[src/rtl/spirw_master.sv]
// spirw_master
// SPI master for the OSD byte-oriented read/write protocol. A frame is a
// command byte (0x00 write / 0x01 read), a 32-bit big-endian address
// {16'h0000, i_addr}, one dummy byte for reads, then i_len data bytes.
// SPI mode 0, MSB first.
//
// Parameters:
//   c_clk_div : SCLK half-period in clk cycles (2..255)
//   c_gap     : minimum clk cycles csn stays high between frames (>=1)
// Ports:
//   clk, resetn                  : clock, asynchronous active-low reset
//   i_start, i_rd, i_addr, i_len : request, sampled when o_busy=0
//   i_wr_data, i_wr_valid        : write byte stream
//   o_wr_ready                   : write byte consumed this cycle
//   o_rd_data, o_rd_valid        : received data byte and its strobe
//   o_busy, o_done               : transfer status
//   o_csn, o_sclk, o_mosi, i_miso: SPI pins
module spirw_master #(
  parameter int c_clk_div = 2,
  parameter int c_gap     = 4
) (
  input  logic        clk,
  input  logic        resetn,
  input  logic        i_start,
  input  logic        i_rd,
  input  logic [15:0] i_addr,
  input  logic [15:0] i_len,
  input  logic [7:0]  i_wr_data,
  input  logic        i_wr_valid,
  output logic        o_wr_ready,
  output logic [7:0]  o_rd_data,
  output logic        o_rd_valid,
  output logic        o_busy,
  output logic        o_done,
  output logic        o_csn,
  output logic        o_sclk,
  output logic        o_mosi,
  input  logic        i_miso
);

  typedef enum logic [2:0] {
    S_IDLE, S_SETUP, S_LOAD, S_SHIFT, S_HOLD, S_GAP
  } state_t;

  state_t      r_state, w_state_next;
  logic [15:0] r_cnt;      // divider / setup / hold / gap counter
  logic [2:0]  r_bit;      // bit index 7 -> 0 within a byte
  logic        r_sclk;
  logic [7:0]  r_shift;    // TX shift register, MSB drives mosi
  logic [6:0]  r_rx;       // RX shift register (8th bit taken straight from miso)
  logic [7:0]  r_rd_data;
  logic        r_rd_valid;
  logic        r_done;
  logic        r_rd;
  logic [15:0] r_addr;
  logic [16:0] r_total;    // header + dummy + data bytes in this frame
  logic [16:0] r_idx;      // index of the byte currently loaded/shifting

  logic        w_cnt_last;
  logic        w_is_data;
  logic        w_wr_take;
  logic        w_load_go;
  logic        w_byte_end;
  logic        w_last_byte;
  logic [7:0]  w_tx_byte;

  // The shared counter terminates at c_gap in GAP, at c_clk_div elsewhere.
  assign w_cnt_last  = (r_state == S_GAP) ? (r_cnt == 16'(c_gap - 1))
                                          : (r_cnt == 16'(c_clk_div - 1));
  assign w_is_data   = r_idx >= (r_rd ? 17'd6 : 17'd5);
  assign w_wr_take   = (r_state == S_LOAD) && w_is_data && !r_rd && i_wr_valid;
  // Only write data bytes can stall in LOAD.
  assign w_load_go   = !w_is_data || r_rd || i_wr_valid;
  // Last half-period of bit 0 ends on the 8th falling edge.
  assign w_byte_end  = (r_state == S_SHIFT) && w_cnt_last && r_sclk && (r_bit == 3'd0);
  assign w_last_byte = (r_idx + 17'd1) == r_total;

  always_comb begin
    w_tx_byte = 8'h00;
    case (r_idx)
      17'd0:   w_tx_byte = {7'b0, r_rd};
      17'd3:   w_tx_byte = r_addr[15:8];
      17'd4:   w_tx_byte = r_addr[7:0];
      default: w_tx_byte = (w_is_data && !r_rd) ? i_wr_data : 8'h00;
    endcase
  end

  // State register
  always_ff @(posedge clk or negedge resetn) begin
    if (!resetn) r_state <= S_IDLE;
    else         r_state <= w_state_next;
  end

  // Next-state logic
  always_comb begin
    w_state_next = r_state;
    case (r_state)
      S_IDLE:  if (i_start)    w_state_next = S_SETUP;
      S_SETUP: if (w_cnt_last) w_state_next = S_LOAD;
      S_LOAD:  if (w_load_go)  w_state_next = S_SHIFT;
      S_SHIFT: if (w_byte_end) w_state_next = w_last_byte ? S_HOLD : S_LOAD;
      S_HOLD:  if (w_cnt_last) w_state_next = S_GAP;
      S_GAP:   if (w_cnt_last) w_state_next = S_IDLE;
      default:                 w_state_next = S_IDLE;
    endcase
  end

  // Output logic
  always_comb begin
    o_csn      = 1'b1;
    o_mosi     = 1'b0;
    case (r_state)
      S_SETUP, S_LOAD, S_HOLD: o_csn = 1'b0;
      S_SHIFT: begin
        o_csn  = 1'b0;
        o_mosi = r_shift[7];
      end
      default: ;
    endcase
    o_busy     = (r_state != S_IDLE);
    o_wr_ready = w_wr_take;
  end

  assign o_sclk     = r_sclk;
  assign o_rd_data  = r_rd_data;
  assign o_rd_valid = r_rd_valid;
  assign o_done     = r_done;

  // Datapath
  always_ff @(posedge clk or negedge resetn) begin
    if (!resetn) begin
      r_cnt      <= '0;
      r_bit      <= 3'd7;
      r_sclk     <= 1'b0;
      r_shift    <= '0;
      r_rx       <= '0;
      r_rd_data  <= '0;
      r_rd_valid <= 1'b0;
      r_done     <= 1'b0;
      r_rd       <= 1'b0;
      r_addr     <= '0;
      r_total    <= '0;
      r_idx      <= '0;
    end else begin
      r_rd_valid <= 1'b0;
      r_done     <= 1'b0;
      case (r_state)
        S_IDLE: begin
          r_cnt <= '0;
          if (i_start) begin
            r_rd    <= i_rd;
            r_addr  <= i_addr;
            r_total <= 17'd5 + {16'b0, i_rd} + {1'b0, i_len};
            r_idx   <= '0;
          end
        end
        S_SETUP, S_GAP: r_cnt <= w_cnt_last ? '0 : r_cnt + 16'd1;
        S_HOLD: begin
          r_cnt  <= w_cnt_last ? '0 : r_cnt + 16'd1;
          r_done <= w_cnt_last;  // visible the first cycle csn is high
        end
        S_LOAD: begin
          if (w_load_go) begin
            r_shift <= w_tx_byte;
            r_cnt   <= '0;
            r_bit   <= 3'd7;
            r_sclk  <= 1'b0;
          end
        end
        S_SHIFT: begin
          if (w_cnt_last) begin
            r_cnt  <= '0;
            r_sclk <= ~r_sclk;
            if (!r_sclk) begin
              // Rising edge: sample miso.
              r_rx <= {r_rx[5:0], i_miso};
              if (r_bit == 3'd0 && r_rd && w_is_data) begin
                r_rd_data  <= {r_rx, i_miso};
                r_rd_valid <= 1'b1;
              end
            end else begin
              // Falling edge: advance mosi and the bit counter.
              r_shift <= {r_shift[6:0], 1'b0};
              r_bit   <= r_bit - 3'd1;
              if (r_bit == 3'd0) r_idx <= r_idx + 17'd1;
            end
          end else begin
            r_cnt <= r_cnt + 16'd1;
          end
        end
        default: r_cnt <= '0;
      endcase
    end
  end

endmodule
[config.mk]
export PLATFORM = sky130hd
export DESIGN_NAME = spirw_master
export DESIGN_NICKNAME = d
export VERILOG_FILES = /design/src/rtl/spirw_master.sv
export SDC_FILE = /design/constraint.sdc
export NUM_CORES = 1
export LEC_CHECK = 0
export BUFFER_PORTS_ARGS = -buffer_cell sky130_fd_sc_hd__buf_4
export CAP_MARGIN = 20
export CORE_MARGIN = 8
export CORE_UTILIZATION = 45
export DETAILED_ROUTE_END_ITERATION = 12
export RECOVER_POWER = 50
export SYNTH_ARGS = -nofsm -noshare
export SYNTH_HDL_FRONTEND = slang
export SYNTH_SLANG_ARGS = --single-unit
[constraint.sdc]
create_clock -name clk -period 6.35 [get_ports clk]
set_input_delay 0.635 -clock clk [delete_from_list [all_inputs] [get_ports clk]]
set_output_delay 0.635 -clock clk [all_outputs]
set_load 0.02 [all_outputs]
==> metrics.md, run 1 <==
| Metric | Value |
|---|---|
| Drt pass-1 iters | 5 |
| IR drop worst, VDD | about 0.17 mV |
| Layout cells sized above 1 | roughly 15% |
| Area growth, synth to finish | 13.2% |
| Startpoint types | register |
| Critical path depth | 7 |
| P_leak | 2.84 nW |
| CP Data Required Time | about 5.7 ns |
| Max-Cap Viols | 1 |
| Grt ovf | 0 |
| Filler Cell Count | between 1000 and 1500 |
| Met3 usage | slightly below 5% |
| Clock buffer depth | 2 |
| Slew Viols, Final | 36 |
| Largest net degree at the start of global routing | 66 |
| Setup TNS | 0 ns |
| Post-Synthesis Cells | just over 600 |
| H-tree levels | 3 |
| Hold_ws | ~0.47 ns |
| Post-layout min period | around 3.4 ns |
| Vias per cell | between 5 and 6 |
| # rows | around 40 |
| Area leader, netlist | dfrtp_1 |
| Finish-stage setup viols | 0 |
| Worst Path Arrival | 2.72 ns |
| Reg2Reg Depth | 8 |
| Tot GR Track Use | between 10% and 20% |
| WL final | between 10000 and 15000 um |
| Critical path fanouts, max | 5 |
| Worst skew pair latency | 0.35 ns |
| Hold Vio Cnt, Final | 0 |
| Initial antenna violation count | 0 |
| Syn nets | 676 |
| RSZ-0062 raised after global routing | no |
| Sequential share of the synthesized area | a little over two fifths |
| Half-perimeter wire length after placement | around 10000 um |
| Post-synth top area share | 42.1% |
| Main area contributors after synthesis | dfrtp_1 42%, nand2_1 6.4%, o21ai_0 5.0%, xor2_1 3.5%, mux2_2 2.6% |
| Post-cts resize count | 0 |
| Tightest Pin Transition | roughly 2 ns |
| CTS Buf Count | 9 |
| Hold path depth | 3 |
| Critical-path cell list | inv_1 -> ha_1 -> or4b_1 -> a31oi_2 -> o21a_1 -> and4_1 -> buf_4 |
| Synth Register Bits | 99 |
| Failing checks | capacitance limit, slew limit |
| Vias in the first global route | approximately 4600 |
| Slowest CP cell | dfrtp_1 |
| Slew margin rel. | -33.1% |
| Top FF cell, synth | dfrtp_1 |
| Nets | 715 |
| EDFF count, synth | 0 |
| CP delay by family, top | simple AND/OR/NAND/NOR gates |
| Clock root cell | clkbuf_16 |
| Tcrit/Tclk final | ~53% |
| Wire per inst | approximately 17 um |
| Core ar. | about 13000 um^2 |
| M2 GR Usage | 27.7% |
| Final ANT Viol Nets | 0 |
| TritonCTS clock tree | built |
| Cell Area, Synth | about 5700 um^2 |
| HP Class | in2reg |
| Worst setup EP type | output port |
| First-pass GRT wire length | roughly 23000 um |
| Outcome | complete, but fails checks |
| Clock Skew | approximately 0.0083 ns |
| PortBufs | 60 |
| Pwr Density | about 380 nW/um^2 |
| Starting DRT DRC Count | about 400 |
| Antenna fix cells | 0 |
| FMAX | ~0.30 GHz |
| IO Count | 61 |
| CP bufs+invs | 2 |
| Ys Warns | 0 |
| Met1 GRT Util | 23.7% |
| Most crowded layer after global routing | met2 |
| Die Span Y | about 130 um |
| Post-CTS setup buffer count | 0 |
| Clock Sinks | ~100 |
| Remaining DRCs | 0 |
| GP Congestion | about 0.86 |
| CTS Hold Buffers Added | 0 |
| Worst path max stage delay | between 0.4 and 0.5 ns |
| Syn Area/Cell | 9.19 um^2 |
| Ys async rst share | 100% |
| Die area | 16500 um^2 |
| Initial Util | between 40 and 50% |
| DIE WIDTH | 129 um |
| Post-synth cell types | just under 70 |
| Crit Path Class | reg2out |
| Clock Pin Slew Worst Setup and Hold Paths | ~0.070 ns |
| Vias | 4705 |
## cell families (layout without fill, tap and decap cells)
group / Yosys count / after routing / synth area share (%)
muxes: 20 / 20 / 3.84
adders and majority gates: 9 / 9 / 1.97
AOI/OAI and AO/OA: 157 / 157 / 18.5
buffers and inverters: 52 / 96 / 4.60
xor gates and xnor gates: 37 / 37 / 5.68
and+or+nand+nor: 247 / 247 / 21.9
DFF: 99 / 99 / 43.5
## worst reg2reg max path, stage by stage, from the launching register on
cell and delay [ns]:
dfrtp_1 0.46, inv_1 0.13, ha_1 0.30, or4b_1 0.45, a31oi_2 0.35, o2111a_1 0.71
nand2b_1 0.27, nor4_1 0.07, a221oi_1 0.20
## stage by stage
| stage | setup WS (ns) | utilization (%) | cell area (um^2) | total power [mW] | cells |
|---|---|---|---|---|---|
| 3_5_place_dp | 3.33 | 49.5 | 6200 | 1.88 | 821 |
| 3_3_place_gp | 3.44 | 49.5 | 6200 | 1.84 | 821 |
| 6_report | 3.00 | 51.6 | 6460 | 2.43 | 837 |
| 4_1_cts | 2.98 | 51.9 | 6500 | 2.45 | 837 |
| 5_1_grt | 2.85 | 51.6 | 6460 | 2.62 | 837 |
| 2_1_floorplan | 3.68 | - | 5710 | 1.64 | 621 |
## path summary, 6_finish.rpt
kind                                             start                        to  slack (ns)
worst max register to register        r_rd$_DFFE_PN0P_      r_bit[2]$_DFFE_PN1P_        3.33
max in group asynchronous                       resetn     r_cnt[12]$_DFFE_PN0P_        3.77
worst min-delay path                         i_addr[0]     r_addr[0]$_DFFE_PN0P_        0.47
min in group asynchronous                       resetn  o_rd_data[1]$_DFFE_PN0P_        0.84
worst max-delay path                  r_rd$_DFFE_PN0P_                o_wr_ready        3.00
worst min register to register  r_shift[3]$_DFFE_PN0P_    r_shift[3]$_DFFE_PN0P_        0.49
## cells in the final DEF, fill, tap and decap left out, types with 13 or more instances in the layout
cell	count
nand2_1	98
dfrtp_1	96
o21ai_0	57
buf_4	53
nor2_1	36
nand3_1	25
xor2_1	23
a21oi_1	20
o31ai_1	17
inv_1	16
xnor2_1	14
and3_1	13
o21ai_1	13
mux2_2	13
## sequential cells by signal (all words and copies together), names as in the netlist
signal	cells
r_state	3
r_rd	1
r_cnt	16
r_addr	16
r_bit	3
o_rd_valid	1
o_sclk	1
o_done	1
r_rx	7
r_idx	17
r_total	17
r_shift	8
o_rd_data	8
## cell usage after synthesis, drive strengths merged (2+ instances only)
library cell,number
nand2,99
dfrtp,96
o21ai,70
nor2,36
nand3,25
xor2,23
clkbuf,22
a21oi,21
o31ai,17
and3,16
inv,16
mux2,15
buf,14
xnor2,14
nand4,13
and4,11
nor3,10
a221o,9
ha,9
nor4,9
o2bb2ai,7
and2,6
nor2b,6
a31oi,5
mux2i,5
nand2b,5
o41ai,5
or4,4
a221oi,3
dfstp,3
o21a,3
a21boi,2
a21o,2
nand3b,2
o2111a,2
o2111ai,2
o22ai,2
## final cells by class
cell class	instances	area, um^2	area share [%]
clock buffers	10	229	3.54
clock inverters	6	72.6	1.12
inverters	16	60.1	0.930
multi-input cells	470	2960	45.9
flip-flops and latches	99	2480	38.4
well taps	172	215	3.33
repair buffers	64	439	6.80
## metal layers
metal / routed length [um] / vias up / share of wire [%]
met5: 0 / - / 0
met4: 120 / 0 / 0.87
met3: 767 / 7 / 5.5
met2: 6370 / 120 / 46
met1: 6590 / 2259 / 48
li1: - / 2319 / -
## report_power, final
part	switching (mW)	internal (mW)
Combinational	0.486	0.367
Clock	0.252	0.310
Sequential	0.188	0.823
Note: power is estimated with default switching activity, not from simulation.
==> inputs of run 2 (changes only) <==
--- a/config.mk
+++ b/config.mk
@@ -5,6 +5,7 @@
 export SDC_FILE = /design/constraint.sdc
 export NUM_CORES = 1
 export LEC_CHECK = 0
+export ABC_AREA = 1
 export BUFFER_PORTS_ARGS = -buffer_cell sky130_fd_sc_hd__buf_4
 export CAP_MARGIN = 20
 export CORE_MARGIN = 8
==> constraint.sdc (replaced) <==
create_clock -name clk -period 3.52 [get_ports clk]
set_input_delay 0.352 -clock clk [delete_from_list [all_inputs] [get_ports clk]]
set_output_delay 0.352 -clock clk [all_outputs]
set_load 0.02 [all_outputs]
==> run 2 against run 1 <==
Via count up 12%. Die area rose by 1.6%. Area after synthesis is 1.8% higher. Register-to-register slack lost 2.1 ns. The run still ends with capacitance limit, slew limit left. Largest power group unchanged. Largest cell class unchanged.
==> metrics.md, run 2 <==
| Metric | Value |
|---|---|
| Slowest CP cell | dfrtp_1 |
| Count leader, synth | nand2_1 |
| CP Data Required Time | roughly 3.2 ns |
| Vias per cell | about 5.2 |
| FF-to-FF End | r_shift[6]$_DFFE_PN0P_ |
| P_leak | between 3 and 4 nW |
| Tot GR Track Use | a little under a fifth |
| Compound-cell area share of the yosys netlist | around an eighth |
| Synth Register Bits | a little under 100 |
| Largest net degree at the start of global routing | just over 60 |
| Sequential share of the synthesized area | a little over two fifths |
| IR drop worst, VDD | roughly 0.25 mV |
| Area post-placement | between 6000 and 7000 um^2 |
| Post-Synthesis Cells | around 780 |
| Post-synth cell types | 44 |
| Largest registers | r_idx (17), r_total (17) |
| Top FF cell, synth | dfrtp_1 |
| Fin area | 6660 um^2 |
| Syn Area/Cell | roughly 7.5 um^2 |
| Hold path depth | 3 |
| Post-synth top area share | between 40% and 50% |
| Final core area utilization | a little over half |
| Syn nets | 832 |
| Pre-CTS setup slack | 1.17 ns |
| Max-Cap Viols | 1 |
| Die area | about 17000 um^2 |
| Reg2Reg Depth | 12 |
| Clock Sinks | 99 |
| Slew margin rel. | -2.18% |
| Worst skew pair latency | around 0.35 ns |
| # rows | 41 |
| Post-cts resize count | 0 |
| Crit-path most repeated cell | nand2_1 |
| H-tree levels | 3 |
| Wire per inst | between 10 and 15 um |
| Worst path max stage delay | approximately 0.44 ns |
| Clock root cell | clkbuf_16 |
| Ys async rst share | 100% |
| Synth Area in Simple Gates | between 30% and 40% |
| Setup TNS | 0 ns |
| Commonest non-fill, non-tap cells in the layout | 232 x nand2_1, 96 x dfrtp_1, 95 x inv_1 |
| Main area contributors after synthesis | dfrtp_1 41%, nand2_1 15%, inv_1 6.1%, nand3_1 4.8%, o21ai_0 4.0% |
| Startpoint types | register |
| IO Count | between 60 and 70 |
| Hold Vio Cnt, Final | 0 |
| WHS Endpoint | r_addr[5]$_DFFE_PN0P_ |
| CP Launch Point | r_idx[13]$_DFFE_PN0P_ |
| Core ar. | 12600 um^2 |
| Area leader, netlist | dfrtp_1 |
| Critical path fanouts, max | 6 |
| Critical-path cell list | nor2_1 -> nand3_1 -> nor2_2 -> nand2_1 -> nand3_2 -> nand2_1 -> nor3_1 -> buf_4 |
| RSZ-0062 raised after global routing | no |
| Remaining DRCs | 0 |
| Clock Skew | 0.00694 ns |
| Failing checks | capacitance limit, slew limit |
| CTS Buf Count | 9 |
| Outcome | complete, but fails checks |
| Grt ovf | 0 |
| Antenna fix cells | 0 |
| Crit Path Class | reg2out |
| GP Congestion | about 0.93 |
| Post-layout min period | about 2.5 ns |
| Ys Warns | 0 |
| Post-CTS setup buffer count | 0 |
| Tcrit/Tclk final | roughly 70% |
| Die Span Y | roughly 130 um |
| Vias in the first global route | roughly 5400 |
| Commonest non-fill, non-tap cell in the layout | nand2_1 |
| Post-Synth Adder-Cell Area | under 10% |
| Clock Pin Slew Worst Setup and Hold Paths | 0.07 ns |
| Largest family of logic cells by synthesized area | simple AND/OR/NAND/NOR gates |
| PortBufs | 60 |
| Nets | just under 900 |
| EDFF count, synth | 0 |
| Tightest Pin Transition | ~1.5 ns |
| Cell Area, Synth | about 5800 um^2 |
| CTS Hold Buffers Added | 0 |
| Finish-stage setup viols | 0 |
| Vias | around 5300 |
| Xor-xnor portion of the synthesized cell area | 2.63% |
| Mux contribution to synthesized area | 0% |
| Pwr Density | approximately 350 nW/um^2 |
| HP Class | in2reg |
| Area growth, synth to finish | 14.6% |
| Setup ws final | 1.06 ns |
| Reg-to-reg startpoint | r_rd$_DFFE_PN0P_ |
| Worst setup EP type | output port |
| Worst Path Arrival | ~2.1 ns |
| Hold Startpoint | i_addr[5] |
| Starting DRT DRC Count | 409 |
| Initial antenna violation count | 0 |
| Clock buffer depth | 2 |
| FMAX | around 0.4 GHz |
| Half-perimeter wire length after placement | between 10000 and 15000 um |
| Flop2flop setup slack | about 1.2 ns |
| Slew Viols, Final | 61 |
| TritonCTS clock tree | built |
| Commonest cells post-synth | 232 x nand2_1, 96 x dfrtp_1, 95 x inv_1, 62 x nor2_1, 56 x nand3_1 |
| DIE WIDTH | between 100 and 150 um |
| Initial Util | 46.1% |
| WL final | ~14000 um |
| Final ANT Viol Nets | 0 |
| First-pass GRT wire length | ~25000 um |
| Drt pass-1 iters | 5 |
| Layout cells sized above 1 | a little over an eighth |
==> run 2: cell types whose count changed after synthesis, sizes merged, moves of 17 or more <==
cell and change:
nand2 +134, inv +87, nor2 +36, nand3 +35, o31ai -17
==> run 2: power breakdown <==
group          internal (mW)  leakage, nW  total (mW)  switching (mW)
clock                  0.560        0.148        1.01           0.445
combinational         0.0624         2.12       0.144          0.0814
sequential              1.16         1.16        1.17          0.0141
total                   1.78         3.43        2.32           0.540
==> run 2: cells by family (layout without fill, tap and decap cells) <==
group                      count (synthesis)  in the layout
AOI/OAI and AO/OA                        118            118
xor gates and xnor gates                  15             15
DFF                                       99             99
buffers and inverters                    123            184
and+or+nand+nor                          413            413
adders and majority gates                  9              9
==> run 2: how the worst max path moves through the flow <==
stage	depth (start not counted)	to
2_1_floorplan	8	o_wr_ready
4_1_cts	9	o_wr_ready
3_3_place_gp	12	r_shift[3]$_DFFE_PN0P_
5_1_grt	2	r_cnt[5]$_DFFE_PN0P_
6_report	8	o_wr_ready
3_5_place_dp	8	r_state[2]$_DFFE_PN0P_
==> run 2: routing by layer <==
| layer | routed length [um] | GRT usage, % | share of wire [%] |
|---|---|---|---|
| met1 | 6540 | 23.5 | 45 |
| met3 | 817 | 4.97 | 5.7 |
| met5 | 0 | 0 | 0 |
| met4 | 395 | 7.24 | 2.7 |
| met2 | 6710 | 30.0 | 46 |
==> run 2: area by class of cell <==
| type | instances | area, um^2 |
|---|---|---|
| Clock buffer | 10 | 229 |
| Fill cell | 1298 | 5960 |
| Tap cell | 172 | 215 |
| Sequential cell | 99 | 2480 |
| Multi-Input combinational cell | 555 | 2830 |
| Timing Repair Buffer | 65 | 452 |
| Clock inverter | 6 | 70.1 |
| Inverter | 103 | 387 |
==> run 2: metrics by stage <==
stage          instances  hold slack, ns  total power [mW]
2_1_floorplan        777          0.0564              1.25
3_3_place_gp         994           0.456              1.34
3_5_place_dp         994           0.464              1.34
4_1_cts             1010           0.101              2.36
5_1_grt             1010           0.193              2.43
6_report            1010           0.196              2.32
==> run 2: critical path: cells and delay by family, from the launching register on <==
kind                   cells  cell delay, ns
buffers and inverters      1            0.20
and+or+nand+nor            7            1.12
DFF                        1            0.44
